`src/rtl/regfile_pkg.sv`:
```
// Shared register-file definitions used by write-back, decode and hazard logic.
package regfile_pkg;

    localparam int DATA_W     = 64;
    localparam int REG_ADDR_W = 5;
    localparam int NREG       = 32;
    localparam int ZERO_REG   = 31;

    typedef struct packed {
        logic                  valid;
        logic [REG_ADDR_W-1:0] rd;
        logic                  is_load;
        logic [DATA_W-1:0]     data;
    } wb_pkt_t;

    function automatic logic [NREG-1:0] reg_onehot(input logic [REG_ADDR_W-1:0] idx);
        reg_onehot      = '0;
        reg_onehot[idx] = 1'b1;
    endfunction

endpackage

```
`src/rtl/reg_scoreboard.sv`:
```
// Pending-load scoreboard: one busy bit per architectural register, two read ports.
module reg_scoreboard #(
    parameter int NREG     = regfile_pkg::NREG,
    parameter int ZERO_REG = regfile_pkg::ZERO_REG
) (
    input  logic                              clk,
    input  logic                              reset,
    input  logic                              flush,
    input  logic                              set_en,
    input  logic [regfile_pkg::REG_ADDR_W-1:0] set_idx,
    input  logic                              clr_en,
    input  logic [regfile_pkg::REG_ADDR_W-1:0] clr_idx,
    input  logic [regfile_pkg::REG_ADDR_W-1:0] rd_a,
    input  logic [regfile_pkg::REG_ADDR_W-1:0] rd_b,
    output logic                              busy_a,
    output logic                              busy_b
);
    import regfile_pkg::*;

    localparam logic [REG_ADDR_W-1:0] ZERO_IDX = REG_ADDR_W'(ZERO_REG);

    logic [NREG-1:0] busy;
    logic [NREG-1:0] busy_next;

    // Set is applied after clear so a new load to the register retiring in WB stays pending.
    always_comb begin
        busy_next = busy;
        if (clr_en) begin
            busy_next[clr_idx] = 1'b0;
        end
        if (set_en && (set_idx != ZERO_IDX)) begin
            busy_next[set_idx] = 1'b1;
        end
        busy_next[ZERO_REG] = 1'b0;
    end

    always_ff @(posedge clk or negedge reset) begin
        if (!reset) begin
            busy <= '0;
        end else if (flush) begin
            busy <= '0;
        end else begin
            busy <= busy_next;
        end
    end

    assign busy_a = busy[rd_a];
    assign busy_b = busy[rd_b];

endmodule

```
`src/rtl/reg_writeback.sv`:
```
// Write-back stage: MEM/WB register, register-array write port, decode bypass and load-use hazard.
module reg_writeback #(
    parameter int DATA_W   = regfile_pkg::DATA_W,
    parameter int NREG     = regfile_pkg::NREG,
    parameter int ZERO_REG = regfile_pkg::ZERO_REG
) (
    input  logic                              clk,
    input  logic                              reset,
    input  logic                              mem_valid,
    input  logic                              mem_reg_write,
    input  logic                              mem_mem_to_reg,
    input  logic [regfile_pkg::REG_ADDR_W-1:0] mem_rd,
    input  logic [DATA_W-1:0]                 mem_alu_result,
    input  logic [DATA_W-1:0]                 mem_load_data,
    input  logic                              stall,
    input  logic                              flush,
    input  logic [regfile_pkg::REG_ADDR_W-1:0] id_rs1,
    input  logic [regfile_pkg::REG_ADDR_W-1:0] id_rs2,
    input  logic                              id_issue_load,
    input  logic [regfile_pkg::REG_ADDR_W-1:0] id_load_rd,
    output logic [DATA_W-1:0]                 reg_d,
    output logic [NREG-1:0]                   reg_e,
    output logic                              fwd_a,
    output logic                              fwd_b,
    output logic                              hazard
);
    import regfile_pkg::*;

    localparam logic [REG_ADDR_W-1:0] ZERO_IDX = REG_ADDR_W'(ZERO_REG);

    wb_pkt_t wb;
    logic    busy_a;
    logic    busy_b;

    // Flush only kills the valid bit; under stall the remaining fields keep their held values.
    always_ff @(posedge clk or negedge reset) begin
        if (!reset) begin
            wb <= '0;
        end else if (!stall) begin
            wb.valid   <= mem_valid & mem_reg_write & (mem_rd != ZERO_IDX) & ~flush;
            wb.rd      <= mem_rd;
            wb.is_load <= mem_mem_to_reg;
            wb.data    <= mem_mem_to_reg ? mem_load_data : mem_alu_result;
        end else if (flush) begin
            wb.valid <= 1'b0;
        end
    end

    assign reg_d = wb.data;
    assign reg_e = wb.valid ? (reg_onehot(wb.rd) & ~reg_onehot(ZERO_IDX)) : '0;

    assign fwd_a = wb.valid & (wb.rd == id_rs1) & (id_rs1 != ZERO_IDX);
    assign fwd_b = wb.valid & (wb.rd == id_rs2) & (id_rs2 != ZERO_IDX);

    reg_scoreboard #(
        .NREG     (NREG),
        .ZERO_REG (ZERO_REG)
    ) u_scoreboard (
        .clk     (clk),
        .reset   (reset),
        .flush   (flush),
        .set_en  (id_issue_load),
        .set_idx (id_load_rd),
        .clr_en  (wb.valid & wb.is_load),
        .clr_idx (wb.rd),
        .rd_a    (id_rs1),
        .rd_b    (id_rs2),
        .busy_a  (busy_a),
        .busy_b  (busy_b)
    );

    // A load retiring this cycle is already covered by the bypass, so it does not stall decode.
    assign hazard = (busy_a & ~fwd_a) | (busy_b & ~fwd_b);

endmodule

```
`config.mk`:
```
export PLATFORM = sky130hd
export DESIGN_NAME = reg_writeback
export DESIGN_NICKNAME = d
export VERILOG_FILES = /design/src/rtl/regfile_pkg.sv /design/src/rtl/reg_scoreboard.sv /design/src/rtl/reg_writeback.sv
export SDC_FILE = /design/constraint.sdc
export NUM_CORES = 1
export LEC_CHECK = 0
export BUFFER_PORTS_ARGS = -buffer_cell sky130_fd_sc_hd__buf_2
export CORE_UTILIZATION = 40
export CTS_CLUSTER_SIZE = 20
export DETAILED_ROUTE_END_ITERATION = 6
export HOLD_SLACK_MARGIN = 0.06
export PLACE_DENSITY = 0.66
export SLEW_MARGIN = 20
export SYNTH_ARGS = -nofsm -noshare
export SYNTH_HDL_FRONTEND = slang
export SYNTH_SLANG_ARGS = --single-unit
```
`constraint.sdc`:
```
create_clock -name clk -period 2.2 [get_ports clk]
set_input_delay 0.22 -clock clk [delete_from_list [all_inputs] [get_ports clk]]
set_output_delay 0.22 -clock clk [all_outputs]
set_load 0.02 [all_outputs]
```
Word level (Yosys, flattened, before mapping)
Cells that the tools add are included.
{"block": "word_totals", "word_cells": 53, "inputBits": 156, "output_inout_bits": 99, "ff_bits": 102}
{"block": "classes", "mux": 15, "reduce_logical": 3, "bitwise": 17, "n_eq_ne": 7, "n_lt_le_gt_ge": 6}
{"cell": "31-bit 2-to-1 mux", "n": 4}
{"cell": "64-bit 2-to-1 mux", "n": 1}
{"cell": "31-bit AND", "n": 1}
{"cell": "31-bit inverter", "n": 1}
{"cell": "31-bit OR", "n": 1}
{"cell": "5-bit by 6-bit < comparator with 1-bit output, second input constant", "n": 4}
{"cell": "5-bit != test, second input constant", "n": 4}
{"cell": "1-bit AND", "n": 10}
{"cell": "1-bit binary-select mux with 5-bit select", "n": 2}
{"cell": "1-bit demux with 5-bit select", "n": 2}
{"cell": "5-bit equality test", "n": 2}
{"cell": "5-bit by 1-bit greater-or-equal comparator with 1-bit output, second input constant", "n": 2}
{"cell": "1-bit 2-to-1 mux", "n": 6}
{"cell": "1-bit logical AND", "n": 3}
{"cell": "1-bit inverter", "n": 3}
{"cell": "2-bit by 1-bit != test with 1-bit output, second input constant", "n": 1}
{"cell": "1-bit OR", "n": 1}

Depth between registers and ports, before layout
Gate-level depths: netlist of the first run.
{"block": "logic_depth", "word_depth": 10, "mapped_depth": 6, "ltp_nobuf": 5}

By module
Synthesis of the first run repeated with hierarchy kept, for this count alone.
{"block": "hier_totals", "cells_unflattened": 643, "hier_area_um2": 6152.2}
{"module": "reg_writeback", "area_each_um2": 4146.5, "seq_area_each_um2": 1776.7, "cells_per_inst": 437, "n_inst": 1}
{"module": "reg_scoreboard", "area_each_um2": 2005.7, "seq_area_each_um2": 775.7, "cells_per_inst": 206, "n_inst": 1}

Least setup slack after synthesis of the first run
Ideal clock, no wire load.
{"block": "synth_path", "kind": "reg-to-output", "from": "register wb[67] in the netlist's numbering", "to": "output port hazard", "t_required_ns": 1.980, "stages_incl_launch_ff": 7, "t_arrival_ns": 1.967, "path_buffers": 1, "path_slack_ns": 0.013, "cell_sequence": "dfrtp_1 -> clkbuf_1 -> xor2_1 -> nor3_1 -> nand3_1 -> a211oi_1 -> o22ai_1"}
{"block": "synth_via", "elab_chain_len": 6, "word_cells_on_any_way": 11, "cone_classes": "eq/ne (2); bitwise (9)"}
{"item": "start: declaration", "line": "reg_writeback.sv:31", "source": "wb_pkt_t wb;"}
{"item": "5-bit equality test", "line": "reg_writeback.sv:52", "source": "assign fwd_a = wb.valid & (wb.rd == id_rs1) & (id_rs1 != ZERO_IDX);"}
{"item": "1-bit AND (2 in series)", "line": "reg_writeback.sv:52"}
{"item": "net fwd_a", "line": "reg_writeback.sv:23", "source": "output logic fwd_a,"}
{"item": "1-bit inverter", "line": "reg_writeback.sv:73", "source": "assign hazard = (busy_a & ~fwd_a) | (busy_b & ~fwd_b);"}
{"item": "1-bit AND", "line": "reg_writeback.sv:73"}
{"item": "1-bit OR", "line": "reg_writeback.sv:73"}
{"item": "end: declaration", "line": "reg_writeback.sv:25", "source": "output logic hazard"}
The timed path passes the listed nets, and every way through them passes these cells.

Worst setup path in the final report of the first run
{"block": "layout_path", "from": "register u_scoreboard.busy[19]", "to": "output port hazard"}
{"block": "layout_via", "elab_chain_len": 4, "word_cells_on_any_way": 7, "cone_classes": "mux (4); bitwise (3)"}
{"item": "start: declaration", "line": "reg_scoreboard.sv:22", "source": "logic [NREG-1:0] busy;"}
{"item": "start signal: assignment", "line": "reg_scoreboard.sv:43", "source": "busy <= busy_next;"}
{"item": "1-bit binary-select mux with 5-bit select (on tied branches)", "line": "reg_scoreboard.sv:47, reg_scoreboard.sv:48"}
{"item": "1-bit 2-to-1 mux (on tied branches)", "line": "reg_scoreboard.sv:47, reg_scoreboard.sv:48"}
{"item": "1-bit AND", "line": "reg_writeback.sv:73"}
{"item": "1-bit OR *", "line": "reg_writeback.sv:73"}
Every way passes the cells marked *; elsewhere a longest branch is shown, timed or not. The select of a mux whose other input is x is not followed.

==> results of run 1 <==
-- final cells by class --
type,instances,area [sq um]
Clock inverter,4,56.30
Tap cell,184,230.2
Clock buffer,12,236.5
Timing Repair Buffer,264,1399
Fill cell,1427,7331
Multi-Input combinational cell,424,2725
Sequential cell,102,2556
-- stage by stage --
step | power, uW | utilization (%)
after global routing | 4874 | 49.56
after detailed placement | 3093 | 47.43
after global placement | 3079 | 47.43
after floorplan | 2833 | -
final | 4640 | 49.56
after CTS | 4709 | 49.54
-- power breakdown --
part / total (uW) / internal [uW] / leakage [uW] / switching, uW
Combinational: 931 / 370 / 0.00217 / 561
Sequential: 2120 / 2020 / 0.00129 / 100
Clock: 1590 / 892 / 0.000141 / 699
Total: 4640 / 3280 / 0.00360 / 1360
-- layer usage --
metal	vias up	share of wire, %	routed length, microns	global-route usage, %
met2	208	49	7528	33.53
met5	-	0	0	0
met1	2341	42	6544	25.01
met4	0	2.2	342	8.854
li1	2463	-	-	-
met3	20	6.5	1008	4.304
-- repair_timing --
item	in CTS	in global routing
endpoints found under the hold margin	29	0
setup endpoints to repair	1	2
hold buffers	1	0
resized for setup	1	3
pin swaps	5	0
-- worst reg2reg max path, cell delays in order, from the launching register on --
cell     delay [ns]
dfrtp_1        0.52
nor2b_1        0.21
nand3_1        0.32
o21ai_0        0.31
a21oi_1        0.10
-- logic make-up (layout without fill, tap and decap cells) --
| group | after synthesis | count (layout) | synth area share, % |
|---|---|---|---|
| buffers and inverters | 110 | 280 | 11.59 |
| multiplexers | 86 | 86 | 18.05 |
| other | 1 | 1 | 0.06282 |
| AND/OR/NAND/NOR | 190 | 190 | 14.06 |
| XOR/XNOR | 8 | 8 | 1.174 |
| AO/OA/AOI/OAI | 139 | 139 | 12.30 |
| flip-flops | 102 | 102 | 42.76 |
-- Yosys cell counts, drive strengths merged --
master and instances:
xor2 6, nand3b 8, o22ai 1, mux4 14
nor2 41, or3b 3, o21ai 96, a211o 2
nor2b 5, and3b 2, nor3b 4, a31oi 2
conb 1, dfrtp 102, mux2i 66, or3 2
o221a 2, nand3 8, nor3 3, clkbuf 28
a22oi 1, buf 82, a41oi 2, mux2 6
nand2 108, nand4b 1, nand4 2, a21oi 31
and3 3, xnor2 2, a211oi 2
-- final timing paths --
check                      depth (start not counted)                         endpoint  slack (ns)                            start
max in group asynchronous                          3            reg_d[23]$_DFFE_PN0N_        1.22                            reset
setup reg to reg                                   4  u_scoreboard.busy[10]$_DFF_PN0_        0.61               wb[65]$_DFFE_PN0N_
min in group asynchronous                          2  u_scoreboard.busy[29]$_DFF_PN0_        0.34                            reset
hold reg to reg                                    2            reg_d[61]$_DFFE_PN0N_        0.48            reg_d[61]$_DFFE_PN0N_
hold / removal                                     2               wb[66]$_DFFE_PN0N_        0.12                        mem_rd[1]
setup / recovery                                   6                           hazard      -0.006  u_scoreboard.busy[19]$_DFF_PN0_
-- flip-flops by register name, summed over array words and instances, names as in the netlist --
register,count
wb,7
reg_d,64
u_scoreboard.busy,31
==> results, run 1 <==
- The flow ran to the end, but the final reports show violations.
- The checks that failed: negative setup slack.
- In the post-route analysis, the smallest setup slack over all paths is -0.005536 ns.
- After clock tree synthesis, the clock-pin slew on the worst setup and hold paths is 0.07 ns.
- The die area is 15420 sq um.
- Sequential elements use 42.76% of the synthesized area.
- The CTS root buffer is clkbuf_16.
- The maximum clock rate is 453.4 MHz.
- The tightest hold path in the finished design has a slack of 0.1198 ns.
- In this run the tightest slew margin relative to its limit is 48.81%.
- The smallest clock period supported by the final layout is computed as 2.206 ns.
- Entering global routing, the biggest net connects 64 pins.
- The number of levels the H-tree was split into is 3.
- The starting density of the core is 41.07%.
- The top cell type by total area after synthesis is dfrtp_1.
- The number of detailed-routing iterations run before antenna repair is 5.
- The share of Yosys cell area claimed by the top area cell type is 42.76%.
- The area growth from synthesis to layout is 20.67%.
- The remaining routing DRC violations is 0.
- Setup total negative slack on the finished layout was measured at -0.005536 ns.
- For this design the top-level I/O count stands at 255.
- The number of nets in the synthesized netlist is 792.
- The finished cells cover 7203 sq um.
- During placement, the flow inserted port buffers numbering 253.
- The leakage power figure is 0.003601 uW.
- For the worst setup path, the data arrival time is 1.99 ns.
- The number of max-capacitance violations reported is 0.
- The clock tree from TritonCTS is yes.
- The total setup buffers inserted after CTS is 0.
- The number of sinks driven by the clock tree is 102.
- At the end of routability-driven placement, the weighted congestion stood at 0.8381.
- The number of hold-slack violations in the final timing report is 0.
- Excluding fillers, the count of instances in the completed layout stands at 990.
- The cell with the largest stage delay on the worst path is mux4_2.
- Counting distinct cell types in the post-synthesis netlist gives 36.
- The maximum clock insertion buffer count is 2.
- The wire-length estimate of the detail-placed layout is 11.93 mm.
- The number of cells produced by synthesis is 636.
- Along the worst path, the maximum fanout reaches 3.
- The row count is 44.
- At the later pin of the worst-skew pair, clock insertion delay measures 0.35 ns.
- The type of the setup path with the least slack is reg -> out.
- The placed instance area is 6894 sq um.
- In this design, the largest share of critical-path delay is due to multiplexers.
- In the routed layout, each cell is associated on average with a via count of 5.083.
- The max-slew violation count is 0.
- The synthesized area per cell is 9.386 sq um.
- The largest single stage delay on the critical path is 0.47 ns.
- The number of antenna violations at the first check in global routing is 0.
- Measured along the y axis, the die boundary spans 124.2 microns.
- Setup repair after global routing could not meet its margin everywhere.
- The library cells used most frequently in the layout, excluding fill and tap cells, are 249 x buf_2, 108 x nand2_1, 99 x dfrtp_1.
- At the pin with the least slew margin, the transition time is 0.7650 ns.
- Summing over every cut layer, the via total after detailed routing is 5032.
- Yosys printed 0 warnings.
- The number of buffers and inverters on the critical path is 1.
- Dividing the detail-routed wire length by the instance count gives 15.58 microns.
- After detailed routing, the total wire length is 15.42 mm.
- The total of flip-flops plus latches after synthesis is 102.
- Once placement completed, the tool counted placed cells totaling 973.
- The core area is 14530 sq um.
- After global routing the overflow that remains totals 0.
- VDD sags by at most 0.4326 mV.
- Cells with a size suffix above 1 make up 36.72% of the layout.
- The min-delay analysis places its worst path in the category in -> reg.
- For the worst setup path, the data required time is 1.98 ns.
- The global-route usage over all layers is 20.12%.
- The worst path uses 100.3% of the clock period.
- Setup violations remaining at the end of the flow were counted as 1.
- The element type at the critical path end is a primary output.
- The die boundary width is 124.2 microns.
- The count of nets after finishing is 957.
- The library cell used most frequently in the layout, excluding fill and tap cells, is buf_2.
- Walking the worst path, the cells encountered are mux4_2 -> nor2b_1 -> a211o_1 -> a31oi_1 -> o22ai_1 -> buf_4.
- Once detail routing completed, the nets flagged for antenna violations numbered 0.
- The repair_antennas step left the layout with diodes totalling 0.
- Across the routed clock network, the largest skew measured is 0.005263 ns.
- After the first detailed-routing iteration, the DRC count stood at 229.
- The global-route wire length before repair is 23.17 mm.
- In this run, CTS created clock tree buffers numbering 9.
- OpenSTA, run right after detailed placement, puts the worst setup slack at 0.1152 ns.
- The power density of the placed cells is 644.2 nW/um^2.
- In this run the cell area of the synthesized design comes to 5969 sq um.
- Ranked by total cell area, the synthesized netlist is headed by dfrtp_1 43%, mux2i_1 11%, buf_4 8.3%.
- The sort of element at the start of the critical path is a flip-flop.
- The number of global-route vias before repair is 4514.
(Power assumes the default switching activity.)
==> run 2, diff against run 1 <==
--- a/config.mk
+++ b/config.mk
@@ -11,6 +11,7 @@
 export DETAILED_ROUTE_END_ITERATION = 6
 export HOLD_SLACK_MARGIN = 0.06
 export PLACE_DENSITY = 0.66
+export REMOVE_ABC_BUFFERS = 1
 export SLEW_MARGIN = 20
 export SYNTH_ARGS = -nofsm -noshare
 export SYNTH_HDL_FRONTEND = slang
==> results, run 2 (same netlist as run 1, synthesis figures left out) <==
- The checks that failed: negative setup slack.
- The worst hold path depth came to 2 (unchanged).
- The final standard cell area without fillers came to 7181 sq um (-0.31%).
- The clock tree from TritonCTS is yes.
- The number of max-capacitance violations reported came to 0 (unchanged).
- The terminating pin of the worst hold path is wb[69]$_DFFE_PN0N_.
- The core area came to 14530 sq um (unchanged).
- The remaining routing DRC violations is 0 (unchanged).
- The endpoint of the most critical register-to-register path is u_scoreboard.busy[6]$_DFF_PN0_.
- The placed wire-length estimate was 12.22 mm (+2.4%).
- The total vias in the final route is 4973 (-1.2%).
- The maximum clock insertion buffer count was 2 (unchanged).
- The antenna diode count is 0 (unchanged).
- The global-route usage over all layers is 20.52% (+0.40 points).
- The worst register-to-register path begins at wb[66]$_DFFE_PN0N_.
- The number of global-route vias before repair was 4450 (-1.4%).
- The area occupied by multi-input gates is 2730 sq um (+0.18%).
- The number of buffers created by CTS is 9 (unchanged).
- STA classifies the critical path endpoint as a primary output.
- The placed instance area came to 6879 sq um (-0.22%).
- The worst supply voltage drop on vdd was 0.3838 mV (-11%).
- The fraction of final layout cells with drive strength greater than 1 was 36.61% (-0.11 points).
- The number of antenna violations at the first check in global routing is 0 (unchanged).
- The transition time at the pin with the least slew margin was 0.7529 ns (-0.01209 ns).
- The DRC marker count from the first detailed-route iteration is 254 (+11%).
- The worst hold slack after final layout is 0.1181 ns (-0.001681 ns).
- The final weighted congestion in routability-driven placement is 0.8070 (-3.7%).
- The count of nets after finishing is 955 (-0.21%).
- The worst reg2reg path depth is 4 (unchanged).
- The largest net degree at the start of global routing is 70 (+9.4%).
- The clock-pin slew of the registers on the worst-case setup and hold paths is 0.07 ns (about the same).
- The post-route minimum period came to 2.214 ns (+0.008200 ns).
- The clock latency on the worst-skew pair is 0.34 ns (about the same).
- Walking the worst path, the cells encountered are mux4_2 -> nor2b_4 -> a211o_1 -> a31oi_1 -> o22ai_1 -> buf_4.
- The sort of element at the start of the critical path is a flip-flop.
- The total setup buffers inserted after CTS is 0 (unchanged).
- The die boundary width is 124.2 microns (unchanged).
- The number of standard cells in the layout, taps in and fillers out came to 987 (-0.30%).
- The global-route wire length before repair is 23.52 mm (+1.5%).
- The number of sinks driven by the clock tree is 102 (unchanged).
- The flip-flop count of the largest register, all copies and words added is 64 (unchanged).
- The register area was 2555 sq um (about the same).
- Setup repair after global routing could not meet its margin everywhere.
- The leakage power figure is 0.003591 uW (-0.27%).
- Grouping stages by cell kind, the critical path spends the most delay in multiplexers.
- The hold path startpoint is mem_rd[4].
- The final critical-path setup slack was -0.01374 ns (-0.008200 ns).
- The setup slack of the worst register-to-register path is 0.59 ns (-0.02 ns).
- The library cell used most frequently in the layout, excluding fill and tap cells, is buf_2.
- The flow ran to the end, but the final reports show violations.
- The number of buffer and inverter instances along the worst setup path is 1 (unchanged).
- The CTS root buffer is clkbuf_16.
- The number of levels the H-tree was split into was 3 (unchanged).
- The number of detailed-routing iterations run before antenna repair is 4 (-1).
- The worst clock skew is 0.005656 ns (+0.0003933 ns).
- The final-layout fill cell count came to 1454 (+1.9%).
- The maximum clock rate is 451.7 MHz (-0.37%).
- The post-placement worst setup slack is 0.1538 ns (+0.03862 ns).
- The via density per instance is 5.039 (-0.87%).
- The vertical extent of the die is 124.2 microns (unchanged).
- The routed wire length is 15.92 mm (+3.2%).
- The top cell types in the final layout, fill and taps aside, are 249 x buf_2, 108 x nand2_1, 100 x dfrtp_1.
- Compared with the post-synthesis result, the final layout area differs by 20.29%.
- The die area is 15420 sq um (unchanged).
- The maximum fanout encountered on the critical timing path is 3 (unchanged).
- The number of hold-slack violations in the final timing report is 0 (unchanged).
- The max-slew violation count is 0 (unchanged).
- The row count is 44 (unchanged).
- The share of the clock period used by the worst path is 100.6% (+0.37 points).
- The starting density of the core was 41.07% (unchanged).
- The power density of the placed cells came to 640.9 nW/um^2 (-0.51%).
- The average wire per cell in the routed design was 16.12 microns (+3.5%).
- The worst stage delay on the critical path is 0.47 ns (about the same).
- The final global-route overflow total is 0 (unchanged).
- The post-layout utilization of the core is 49.41% (-0.15 points).
- The final setup violation count was 1 (unchanged).
- The number of placed I/O pins was 255 (unchanged).
- The number of nets still failing antenna checks after routing came to 0 (unchanged).
- The endpoint required time on the critical path is 1.98 ns (about the same).
- The cell with the largest stage delay on the worst path is mux4_2.
- The type of the setup path with the least slack is reg -> out.
- The number of placed instances, taps included came to 971 (-0.21%).
- The number of buffer cells added on primary ports came to 253 (unchanged).
- The headroom to the max-slew limit was 49.62% (+0.81 points).
- The critical path data arrival time came to 1.99 ns (about the same).
- The tightest min-delay check is of the in -> reg type.
[run 2: worst reg2reg max path: cells and delay by family, from the launching register on]
kind             cells  cell delay, ns
AO/OA/AOI/OAI        2            0.39
flip-flops           1            0.54
AND/OR/NAND/NOR      2            0.54
[run 2: worst max path at each step]
stage | end | cells after the start | start | slack, ns
after global routing | hazard | 6 | u_scoreboard.busy[17]$_DFF_PN0_ | -0.08
after detailed placement | hazard | 8 | id_rs1[0] | 0.15
after global placement | hazard | 7 | id_rs1[0] | 0.17
after CTS | hazard | 6 | u_scoreboard.busy[18]$_DFF_PN0_ | -0.03
after floorplan | hazard | 5 | wb[67]$_DFFE_PN0N_ | 0.11
final | hazard | 6 | u_scoreboard.busy[18]$_DFF_PN0_ | -0.01
[run 2: timing repair]
action	4_1_cts	5_1_grt
endpoints found under the hold margin	33	0
pin swaps	5	0
endpoints found under the setup margin	1	2
hold buffers	1	0
gates resized for setup	1	3
[run 2: area by class of cell]
type	count	share of cell area, %
clock inverter	4	0.6796
tap	184	3.206
clock buffer	11	3.241
sequential	102	35.58
timing repair buffer	262	19.27
multi-input combinational	424	38.02
[run 2: metal layers]
metal	part of all wire [%]	track usage (%)	up-vias
li1	-	-	2461
met1	42	25.45	2309
met2	51	35.84	181
met3	4.9	2.747	22
met4	2.2	8.259	0
met5	0	0	-
[run 2: power by group]
part,internal (uW),leakage (uW),total [uW],switching [uW]
Combinational,368,0.00216,933,566
Sequential,2020,0.00129,2120,104
Clock,875,0.000139,1550,672
[run 2: metrics by stage]
stage	power (uW)	setup TNS, ns
after floorplan	2562	0
after detailed placement	3097	0
final	4602	-0.01374
after global routing	4830	-0.08478
after CTS	4665	-0.03177
after global placement	3082	0
